==> config.mk <==
export PLATFORM = sky130hd
export DESIGN_NAME = video_timing_analyzer
export DESIGN_NICKNAME = d
export VERILOG_FILES = /design/src/rtl/video_timing_analyzer.sv
export SDC_FILE = /design/constraint.sdc
export NUM_CORES = 1
export LEC_CHECK = 0
export BUFFER_PORTS_ARGS = -buffer_cell sky130_fd_sc_hd__buf_2
export CAP_MARGIN = 30
export CORE_MARGIN = 4
export CORE_UTILIZATION = 60
export CTS_CLUSTER_SIZE = 30
export DETAILED_ROUTE_END_ITERATION = 10
export PLACE_DENSITY = 0.89
export SKIP_CTS_REPAIR_TIMING = 1
export SYNTH_ARGS = -nofsm -noshare
export SYNTH_HDL_FRONTEND = slang
export SYNTH_SLANG_ARGS = --single-unit
==> constraint.sdc <==
create_clock -name clk -period 8.4 [get_ports clk]
set_input_delay 0.42 -clock clk [delete_from_list [all_inputs] [get_ports clk]]
set_output_delay 0.42 -clock clk [all_outputs]
set_load 0.01 [all_outputs]
==> src/rtl/video_timing_analyzer.sv <==
// Raster geometry analyzer with a frame-based lock FSM.
// Optional per-frame clk counter is built when VTA_FRAME_CLKS_EN is defined.
module video_timing_analyzer #(
    parameter int CNT_W        = 12,
    parameter int LOCK_FRAMES  = 3,
    parameter int TIMEOUT_CLKS = 4194304
) (
    input  logic             clk,
    input  logic             reset,
    input  logic             ce_pix,
    input  logic             hsync,
    input  logic             vsync,
    input  logic             hblank,
    input  logic             vblank,
    output logic [CNT_W-1:0] h_total,
    output logic [CNT_W-1:0] h_active,
    output logic [CNT_W-1:0] v_total,
    output logic [CNT_W-1:0] v_active,
    output logic             hs_pol,
    output logic             vs_pol,
    output logic             interlaced,
    output logic             locked,
    output logic             changed,
    output logic [31:0]      frame_clks
);

    localparam int TW = $clog2(TIMEOUT_CLKS + 1);
    localparam logic [CNT_W-1:0] CMAX     = '1;
    localparam logic [CNT_W-1:0] ONE      = 1;
    localparam logic [CNT_W:0]   ONE_X    = 1;
    localparam logic [TW-1:0]    ONE_T    = 1;
    localparam logic [TW-1:0]    TMO_LAST = TW'(TIMEOUT_CLKS - 1);

    typedef enum logic [1:0] {S_UNLOCK, S_MEAS, S_LOCKED} state_t;

    function automatic logic [CNT_W-1:0] sat_inc(input logic [CNT_W-1:0] v);
        return (v == CMAX) ? v : v + ONE;
    endfunction

    logic ce_r, hsync_r, vsync_r, hblank_r, vblank_r;
    logic pol_h, pol_v, hs_d, vs_d, sat_f;
    logic [CNT_W-1:0] hcnt, dcnt, line_tot, vcnt, vact, amax;
    logic [TW-1:0] tmo;

    logic de, hs_a, vs_a, line_end, frame_end, timeout;
    logic [CNT_W-1:0] tot_n, vcnt_n, vact_n, amax_n, vmax;
    logic sat_n;

    assign de        = ce_r & ~(hblank_r | vblank_r);
    assign hs_a      = hsync_r ~^ pol_h;
    assign vs_a      = vsync_r ~^ pol_v;
    assign line_end  = hs_a & ~hs_d;
    assign frame_end = vs_a & ~vs_d;
    assign timeout   = (tmo == TMO_LAST) & ~frame_end;

    // Frame totals as they stand including a line ending on this clk.
    assign tot_n  = line_end ? hcnt : line_tot;
    assign vcnt_n = line_end ? sat_inc(vcnt) : vcnt;
    assign vact_n = (line_end && dcnt != '0) ? sat_inc(vact) : vact;
    assign amax_n = (line_end && dcnt > amax) ? dcnt : amax;
    assign sat_n  = sat_f | (hcnt == CMAX) | (tot_n == CMAX)
                  | (vcnt_n == CMAX) | (vact_n == CMAX);

    // Edge history resets to "sync active" so no edge fires on release.
    always_ff @(posedge clk or posedge reset) begin
        if (reset) begin
            ce_r     <= 1'b0;
            hsync_r  <= 1'b0;
            vsync_r  <= 1'b0;
            hblank_r <= 1'b0;
            vblank_r <= 1'b0;
            hs_d     <= 1'b1;
            vs_d     <= 1'b1;
            pol_h    <= 1'b0;
            pol_v    <= 1'b0;
            hcnt     <= '0;
            dcnt     <= '0;
            line_tot <= '0;
            vcnt     <= '0;
            vact     <= '0;
            amax     <= '0;
            sat_f    <= 1'b0;
            tmo      <= '0;
        end else begin
            ce_r     <= ce_pix;
            hsync_r  <= hsync;
            vsync_r  <= vsync;
            hblank_r <= hblank;
            vblank_r <= vblank;
            hs_d     <= hs_a;
            vs_d     <= vs_a;
            if (de && (dcnt == '0 || line_end)) begin
                pol_h <= ~hsync_r;
                pol_v <= ~vsync_r;
            end
            line_tot <= tot_n;
            if (line_end) begin
                hcnt <= {{(CNT_W-1){1'b0}}, ce_r};
                dcnt <= {{(CNT_W-1){1'b0}}, de};
            end else begin
                if (ce_r) hcnt <= sat_inc(hcnt);
                if (de)   dcnt <= sat_inc(dcnt);
            end
            if (frame_end) begin
                vcnt  <= '0;
                vact  <= '0;
                amax  <= '0;
                sat_f <= 1'b0;
            end else begin
                vcnt  <= vcnt_n;
                vact  <= vact_n;
                amax  <= amax_n;
                sat_f <= sat_n;
            end
            tmo <= (frame_end || timeout) ? '0 : tmo + ONE_T;
        end
    end

    state_t st;
    logic [3:0] mcnt;
    logic run, p_valid, p_sat, p_hs, p_vs;
    logic [CNT_W-1:0] p_tot, p_amax, p_vcnt, p_vact;
    logic vdiff_one, match, hit, commit;
    logic [CNT_W:0] vn_x, pv_x;

    assign vn_x      = {1'b0, vcnt_n};
    assign pv_x      = {1'b0, p_vcnt};
    assign vdiff_one = (vn_x == pv_x + ONE_X) || (pv_x == vn_x + ONE_X);
    assign vmax      = (vcnt_n > p_vcnt) ? vcnt_n : p_vcnt;
    assign match     = p_valid & ~p_sat & ~sat_n
                     & (tot_n == p_tot) & (amax_n == p_amax)
                     & (vact_n == p_vact) & (pol_h == p_hs) & (pol_v == p_vs)
                     & ((vcnt_n == p_vcnt) | vdiff_one);
    assign hit       = (int'(mcnt) + 1) >= (LOCK_FRAMES - 1);
    assign commit    = frame_end & match
                     & (((st == S_MEAS) & hit) | (st == S_LOCKED));

    always_ff @(posedge clk or posedge reset) begin
        if (reset) begin
            st         <= S_UNLOCK;
            mcnt       <= '0;
            run        <= 1'b0;
            p_valid    <= 1'b0;
            p_sat      <= 1'b0;
            p_hs       <= 1'b0;
            p_vs       <= 1'b0;
            p_tot      <= '0;
            p_amax     <= '0;
            p_vcnt     <= '0;
            p_vact     <= '0;
            h_total    <= '0;
            h_active   <= '0;
            v_total    <= '0;
            v_active   <= '0;
            hs_pol     <= 1'b0;
            vs_pol     <= 1'b0;
            interlaced <= 1'b0;
            locked     <= 1'b0;
            changed    <= 1'b0;
        end else begin
            changed <= 1'b0;
            if (timeout) begin
                st         <= S_UNLOCK;
                mcnt       <= '0;
                run        <= 1'b0;
                p_valid    <= 1'b0;
                h_total    <= '0;
                h_active   <= '0;
                v_total    <= '0;
                v_active   <= '0;
                hs_pol     <= 1'b0;
                vs_pol     <= 1'b0;
                interlaced <= 1'b0;
                locked     <= 1'b0;
                changed    <= locked;
            end else if (frame_end) begin
                run     <= 1'b1;
                p_valid <= 1'b1;
                p_sat   <= sat_n;
                p_hs    <= pol_h;
                p_vs    <= pol_v;
                p_tot   <= tot_n;
                p_amax  <= amax_n;
                p_vcnt  <= vcnt_n;
                p_vact  <= vact_n;
                unique case (st)
                    S_UNLOCK: begin
                        st      <= S_MEAS;
                        mcnt    <= '0;
                        p_valid <= run;
                    end
                    S_MEAS: begin
                        if (!match) begin
                            mcnt <= '0;
                        end else if (hit) begin
                            st      <= S_LOCKED;
                            locked  <= 1'b1;
                            changed <= 1'b1;
                        end else begin
                            mcnt <= mcnt + 4'd1;
                        end
                    end
                    S_LOCKED: begin
                        if (!match) begin
                            st      <= S_UNLOCK;
                            mcnt    <= '0;
                            locked  <= 1'b0;
                            changed <= 1'b1;
                        end
                    end
                    default: st <= S_UNLOCK;
                endcase
                if (commit) begin
                    h_total    <= tot_n;
                    h_active   <= amax_n;
                    v_total    <= vmax;
                    v_active   <= vact_n;
                    hs_pol     <= pol_h;
                    vs_pol     <= pol_v;
                    interlaced <= vdiff_one;
                end
            end
        end
    end

`ifdef VTA_FRAME_CLKS_EN
    logic [31:0] fcnt, fcnt_n;

    assign fcnt_n = (fcnt == 32'hFFFF_FFFF) ? fcnt : fcnt + 32'd1;

    always_ff @(posedge clk or posedge reset) begin
        if (reset) begin
            fcnt       <= '0;
            frame_clks <= '0;
        end else begin
            fcnt <= frame_end ? '0 : fcnt_n;
            if (timeout)     frame_clks <= '0;
            else if (commit) frame_clks <= fcnt_n;
        end
    end
`else
    assign frame_clks = '0;
`endif

endmodule

# [After elaboration in Yosys (flattened, before gate mapping)]
# Cells that the tools add are included.
[classes] n_addsub=9 order_cmp=3 n_eq_ne=24 mux=68 bitwise=33 n_reduce_logical=22
[op_table] cell="$mux W12" n=28
[op_table] cell="$eq A12 B12 Y1 const B" n=7
[op_table] cell="$add A12 B1 Y12 const B" n=4
[op_table] cell="$eq A12 B12 Y1" n=4
[op_table] cell="$add A12 B1 Y13 const B" n=2
[op_table] cell="$eq A12 B13 Y1" n=2
[op_table] cell="$mux W1" n=25
[op_table] cell="$gt A12 B12 Y1" n=2
[op_table] cell="$add A23 B1 Y23 const B" n=1
[op_table] cell="$eq A23 B22 Y1 const B" n=1
[op_table] cell="$mux W23" n=1
[op_table] cell="$mux W4" n=5
[op_table] cell="$and A1 B1 Y1" n=15
[op_table] cell="$logic_not A12 Y1" n=1
[op_table] cell="$pmux W4 S3" n=1
[op_table] cell="$reduce_bool A12 Y1" n=1
[op_table] cell="$mux W2" n=5
[op_table] cell="$ne A3 B3 Y1 const B" n=3
[op_table] cell="$not A1 Y1" n=9
[op_table] cell="$reduce_and A2 Y1" n=4
[op_table] cell="$reduce_and A4 Y1" n=2
[op_table] cell="$reduce_bool A2 Y1" n=4
[op_table] cell="$or A1 B1 Y1" n=7
[op_table] cell="$pmux W2 S3" n=1
[op_table] cell="other kinds (16)" n=24
[word_totals] reg_bits=217 inputBits=7 out_inout_bits=85 wordCells=196

# [Logic depth before layout (Yosys ltp)]
[depth] ltp_word=20 ltp_mapped=20

# [Worst setup path after synthesis]
# OpenSTA, ideal clock, no wires.
[synth_path] kind="register to register" start="register pol_h" end="register v_total[0]" setup_time_ns=0.132 arrival_time_ns=3.915 setup_slack_ns=4.354 stages_incl_launch_ff=21 path_buffers=2 cell_sequence="dfrtp_1 xor2_2 inv_2 buf_2 nand3_1 o21a_1 nor2_1 inv_1 ha_1 a21o_1 a21o_1 a21o_1 a21o_1 a21oi_1 nor2b_1 o21ai_0 a21boi_0 clkbuf_1 mux2_2 mux2i_1 nor2_1"
[synth_between] word_cells_on_any_way=41 classes_between="add/sub: 1; order compare: 1; eq/ne: 10; mux: 8; bitwise: 16; reduce/logical: 5"
[synth_lines] element="start: declaration" line_no="41" rtl="logic pol_h, pol_v, hs_d, vs_d, sat_f;"
[synth_lines] element="start signal: assignment" line_no="93" rtl="pol_h <= ~hsync_r;"
[synth_lines] element="$xnor A1 B1 Y1 *" line_no="50" rtl="assign hs_a = hsync_r ~^ pol_h;"
[synth_lines] element="named net hs_a" line_no="45" rtl="logic de, hs_a, vs_a, line_end, frame_end, timeout;"
[synth_lines] element="$and A1 B1 Y1 *" line_no="52" rtl="assign line_end = hs_a & ~hs_d;"
[synth_lines] element="$mux W12 *" line_no="58" rtl="assign vcnt_n = line_end ? sat_inc(vcnt) : vcnt;"
[synth_lines] element="named net vcnt_n[5]" line_no="46" rtl="logic [CNT_W-1:0] tot_n, vcnt_n, vact_n, amax_n, vmax;"
[synth_lines] element="$eq A12 B12 Y1" line_no="62" rtl="| (vcnt_n == CMAX) | (vact_n == CMAX);"
[synth_lines] element="$or A1 B1 Y1 (2 in series)" line_no="62"
[synth_lines] element="$not A1 Y1" line_no="130" rtl="assign match = p_valid & ~p_sat & ~sat_n"
[synth_lines] element="$and A1 B1 Y1" line_no="130"
[synth_lines] element="$and A1 B1 Y1 (2 in series)" line_no="131" rtl="& (tot_n == p_tot) & (amax_n == p_amax)"
[synth_lines] element="$and A1 B1 Y1 (3 in series)" line_no="132" rtl="& (vact_n == p_vact) & (pol_h == p_hs) & (pol_v == p_vs)"
[synth_lines] element="$and A1 B1 Y1" line_no="133" rtl="& ((vcnt_n == p_vcnt) | vdiff_one);"
[synth_lines] element="$and A1 B1 Y1" line_no="135" rtl="assign commit = frame_end & match"
[synth_lines] element="$and A1 B1 Y1" line_no="136" rtl="& (((st == S_MEAS) & hit) | (st == S_LOCKED));"
[synth_lines] element="$reduce_bool A2 Y1 (no source line)"
[synth_lines] element="$reduce_and A2 Y1 (no source line)"
[synth_lines] element="end signal: assignment" line_no="216" rtl="v_total <= vmax;"
[synth_lines] element="end: declaration" line_no="17" rtl="output logic [CNT_W-1:0] v_total,"
# Mark *: on every way through the listed nets, which the timed path passes. The rest lies on a longest branch. The select of a mux whose other input is x is not followed.
# A chain may end at the register's enable or synchronous reset.

# [Worst setup path after layout]
[layout_path] start="register pol_h" end="register v_active[0]"
[layout_between] elab_chain_len=19 word_cells_on_any_way=39 classes_between="add/sub: 1; eq/ne: 10; mux: 7; bitwise: 16; reduce/logical: 5"
[layout_lines] element="$xnor A1 B1 Y1 *" line_no="50"
[layout_lines] element="$and A1 B1 Y1 *" line_no="52"
[layout_lines] element="$mux W12 *" line_no="57" rtl="assign tot_n = line_end ? hcnt : line_tot;"
[layout_lines] element="named net tot_n[8]" line_no="46"
[layout_lines] element="$eq A12 B12 Y1" line_no="61" rtl="assign sat_n = sat_f | (hcnt == CMAX) | (tot_n == CMAX)"
[layout_lines] element="$or A1 B1 Y1" line_no="61"
[layout_lines] element="$or A1 B1 Y1 (2 in series)" line_no="62"
[layout_lines] element="$not A1 Y1" line_no="130"
[layout_lines] element="$and A1 B1 Y1" line_no="130"
[layout_lines] element="$and A1 B1 Y1 * (2 in series)" line_no="131"
[layout_lines] element="$and A1 B1 Y1 * (3 in series)" line_no="132"
[layout_lines] element="$and A1 B1 Y1 *" line_no="133"
[layout_lines] element="$and A1 B1 Y1 *" line_no="135"
[layout_lines] element="$and A1 B1 Y1 *" line_no="136"
[layout_lines] element="$reduce_bool A2 Y1 (no source line) *"
[layout_lines] element="$reduce_and A2 Y1 (no source line) *"
[layout_lines] element="end signal: assignment" line_no="217" rtl="v_active <= vact_n;"
[layout_lines] element="end: declaration" line_no="18" rtl="output logic [CNT_W-1:0] v_active,"
# Marked as above.

==> summary.txt <==
status: completed
H-tree Lvls: 1
Flop pwr share: 0.347
area added between synthesis and finish: 8.99%
Avg WL per Cell: 19.1 µm
synth warn: 0
Worst Tran Pin Value: 951 ps
routed wire length: 34.6 mm
FP Rows: 54
Sw Pwr: 0.00143 W
first-pass GRT wire length: 56.7 mm
Seq/Total Area, Yosys: 0.411
initial antenna violation count: 0
most area-consuming cells after synthesis: dfrtp_1, nand2_1, mux2i_1, nor2_1, ha_1
share of layout cells above drive strength 1: 0.104
clock skew: 23.3 ps
Cells after Synth: 1484
worst skew pair latency: 530 ps
io pins: 92
core footprint: 21800 µm²
# DRC: 0
clock share of power: 0.280
routed vias: 11400
TritonCTS Buffers: 24
Buffers on Ports: 59
Hold Vio Cnt, Final: 0
Reg clk slew, reported paths: 60 ps
final net count: 1560
die width: 156 µm
CP max FO: 52
synthesis-stage register bit count: 217
setup violators final: 0
Post-synth ARST share: 1.00
RSZ-0062 raised after global routing: no
Final Util: 0.662
Sinks on Clock Net: 217
internal power: 0.00219 W
combinational power share: 0.373
crit path time final: 5590 ps
Min Hold Slack: 11.4 ps
drt initial violations: 1154
unique cell type count in the Yosys netlist: 92
P_leak: 6.83 nW
Peak supply drop: 0.000196 V
vias in the first global route: 11200
Critical Path RT: 8840 ps
remaining antenna violation count: 0
top cell type's share of synthesized area: 0.407
Vias per Instance: 6.28
final slew viol count: 0
CTS max path bufs: 3
Post-synth EDFFs: 0
GPL Wtd Cong: 0.954
Final period util: 0.665
GRT overflow: 0
drt pass-1 iters: 6
starting density of the core: 0.608
Worst Hold Class: primary input to flop
placed cell area: 13600 µm²
P per Cell Area: 251 nW/µm²
critical path class: flop to flop
number of max-cap violations: 0
crit path DAT: 6020 ps
Worst setup SP type: flop
largest net degree at the start of global routing: 145
fmax: 179 MHz
Die ar.: 24500 µm²
ys flop type: dfrtp_1
Net Sw Frac: 0.395
Tot GR Track Use: 0.280
CTS root buf: clkbuf_16
height of the die: 156 µm
largest area contributor in the netlist: dfrtp_1
Worst setup EP type: flop
syn avg cell area: 8.91 µm²
final std cell area, no fill: 14400 µm²
CTS tree: yes
DPL Wire Length: 24.8 mm
diodes inserted: 0
TNS Setup: 0 ps
worst rel slew slack: 0.366
Mapped Area: 13200 µm²
[power by group through the flow]
stage          Clock (W)  Sequential, W  Combinational (W)
5_1_grt          0.00108        0.00127            0.00146
4_1_cts          0.00103        0.00125            0.00132
3_3_place_gp           0        0.00126            0.00128
2_1_floorplan          0        0.00122            0.00101
3_5_place_dp           0        0.00127            0.00130
6_report         0.00101        0.00126            0.00135
[layout by cell type (no fill, tap or decap), drive strengths merged, types with 5 or more instances in the layout]
cell     count
dfrtp      215
nand2      178
nor2       149
o21ai       78
buf         74
inv         65
mux2i       62
a21oi       56
nand3       54
xnor2       50
xor2        42
ha          37
nand4       36
clkbuf      34
nor3        32
conb        32
or2         28
nand2b      26
nor4        22
and3        19
nor2b       16
a31oi       15
and2        14
or3         13
a21o        12
or4         12
a211oi      11
o211ai      10
and4         9
mux2         9
o2111ai      8
clkinv       7
o21a         6
nor4b        6
a2111oi      6
nand4b       5
o31ai        5
a221oi       5
[per-stage QoR]
stage,total power (W),cells,setup slack [ps]
floorplan,0.00224,1515,2050
global placement,0.00254,1764,2710
detailed placement,0.00257,1765,2970
CTS,0.00360,1806,2890
global route,0.00380,1811,2510
finish,0.00362,1811,2810
[critical path, stage by stage (launching register included)]
cell,delay [ps]
dfrtp_1,450
xor2_2,790
inv_2,330
nand2_1,410
buf_4,410
mux2_2,440
o2111ai_1,130
nor3_1,70
or3_1,380
a211oi_1,660
and4_1,400
o211ai_4,160
buf_4,330
or2_2,340
a21oi_1,160
[layout make-up]
class	count	area, µm²
fill	1670	7350
multi-input combinational	1128	7130
sequential	217	5430
clock buffer	34	678
timing repair buffer	78	480
tap	280	350
inverter	67	259
clock inverter	7	77.6
[routing by layer]
metal  vias to the layer above  share of wire  GRT usage
met2                       521           0.48      0.472
met5                         -              0          0
met4                         0          0.039      0.104
met3                       115          0.069     0.0415
met1                      5487           0.41      0.369
li1                       5245              -          -
[cells in the mapped netlist (4+ instances only)]
master / count
or2_0: 14
o21ai_0: 76
a31oi_1: 14
nor3_1: 32
inv_1: 62
ha_1: 37
or4_1: 11
mux2_2: 9
nand2_1: 178
a21o_1: 12
or2_2: 14
a221oi_1: 4
mux2i_1: 61
nor3b_1: 4
nand2b_1: 26
o31ai_1: 5
o211ai_1: 8
nand3_1: 53
dfrtp_1: 215
buf_4: 35
a2111oi_0: 6
and3_1: 19
o2111ai_1: 8
a21oi_1: 55
o311ai_0: 4
nor4_1: 20
a22oi_1: 4
xor2_1: 41
clkbuf_1: 42
nand4b_1: 5
o211a_1: 4
xnor2_1: 50
and4_1: 9
or3_1: 13
buf_2: 11
nor2b_1: 16
and2_1: 14
nor4b_1: 6
o21a_1: 6
nand4_1: 36
nor2_1: 148
a211oi_1: 11
buf_1: 12
[kinds of logic (layout without fill, tap and decap cells)]
family | count (synthesis) | count (layout) | synth area share
flops | 217 | 217 | 0.411
fa+ha+maj | 37 | 37 | 0.0350
buf+inv | 170 | 186 | 0.0605
compound gates | 266 | 266 | 0.138
xor+xnor | 93 | 93 | 0.0632
other cells | 1 | 32 | 0.000284
mux | 71 | 71 | 0.0549
simple gates | 629 | 629 | 0.237
[flip-flops by register name, indices dropped and copies added, names as in the netlist, 2 cells and up]
register	count
p_amax	12
tmo	23
p_tot	12
v_total	12
mcnt	4
st	2
p_vcnt	12
vcnt	12
v_active	12
p_vact	12
vact	12
h_active	12
hcnt	12
amax	12
dcnt	12
line_tot	12
h_total	12
[final timing paths]
path / from / to / slack [ps] / depth (start not counted)
setup / recovery: pol_h / v_active[0] / 2810 / 14
max in group asynchronous: reset / amax[10] / 6200 / 5
hold reg to reg: run / run / 470 / 2
setup reg to reg: pol_h / v_active[0] / 2810 / 14
min in group asynchronous: reset / h_total[9] / 470 / 3
hold / removal: hblank / hblank_r / 10 / 1
No activity file was read; power rests on OpenSTA's default activity.
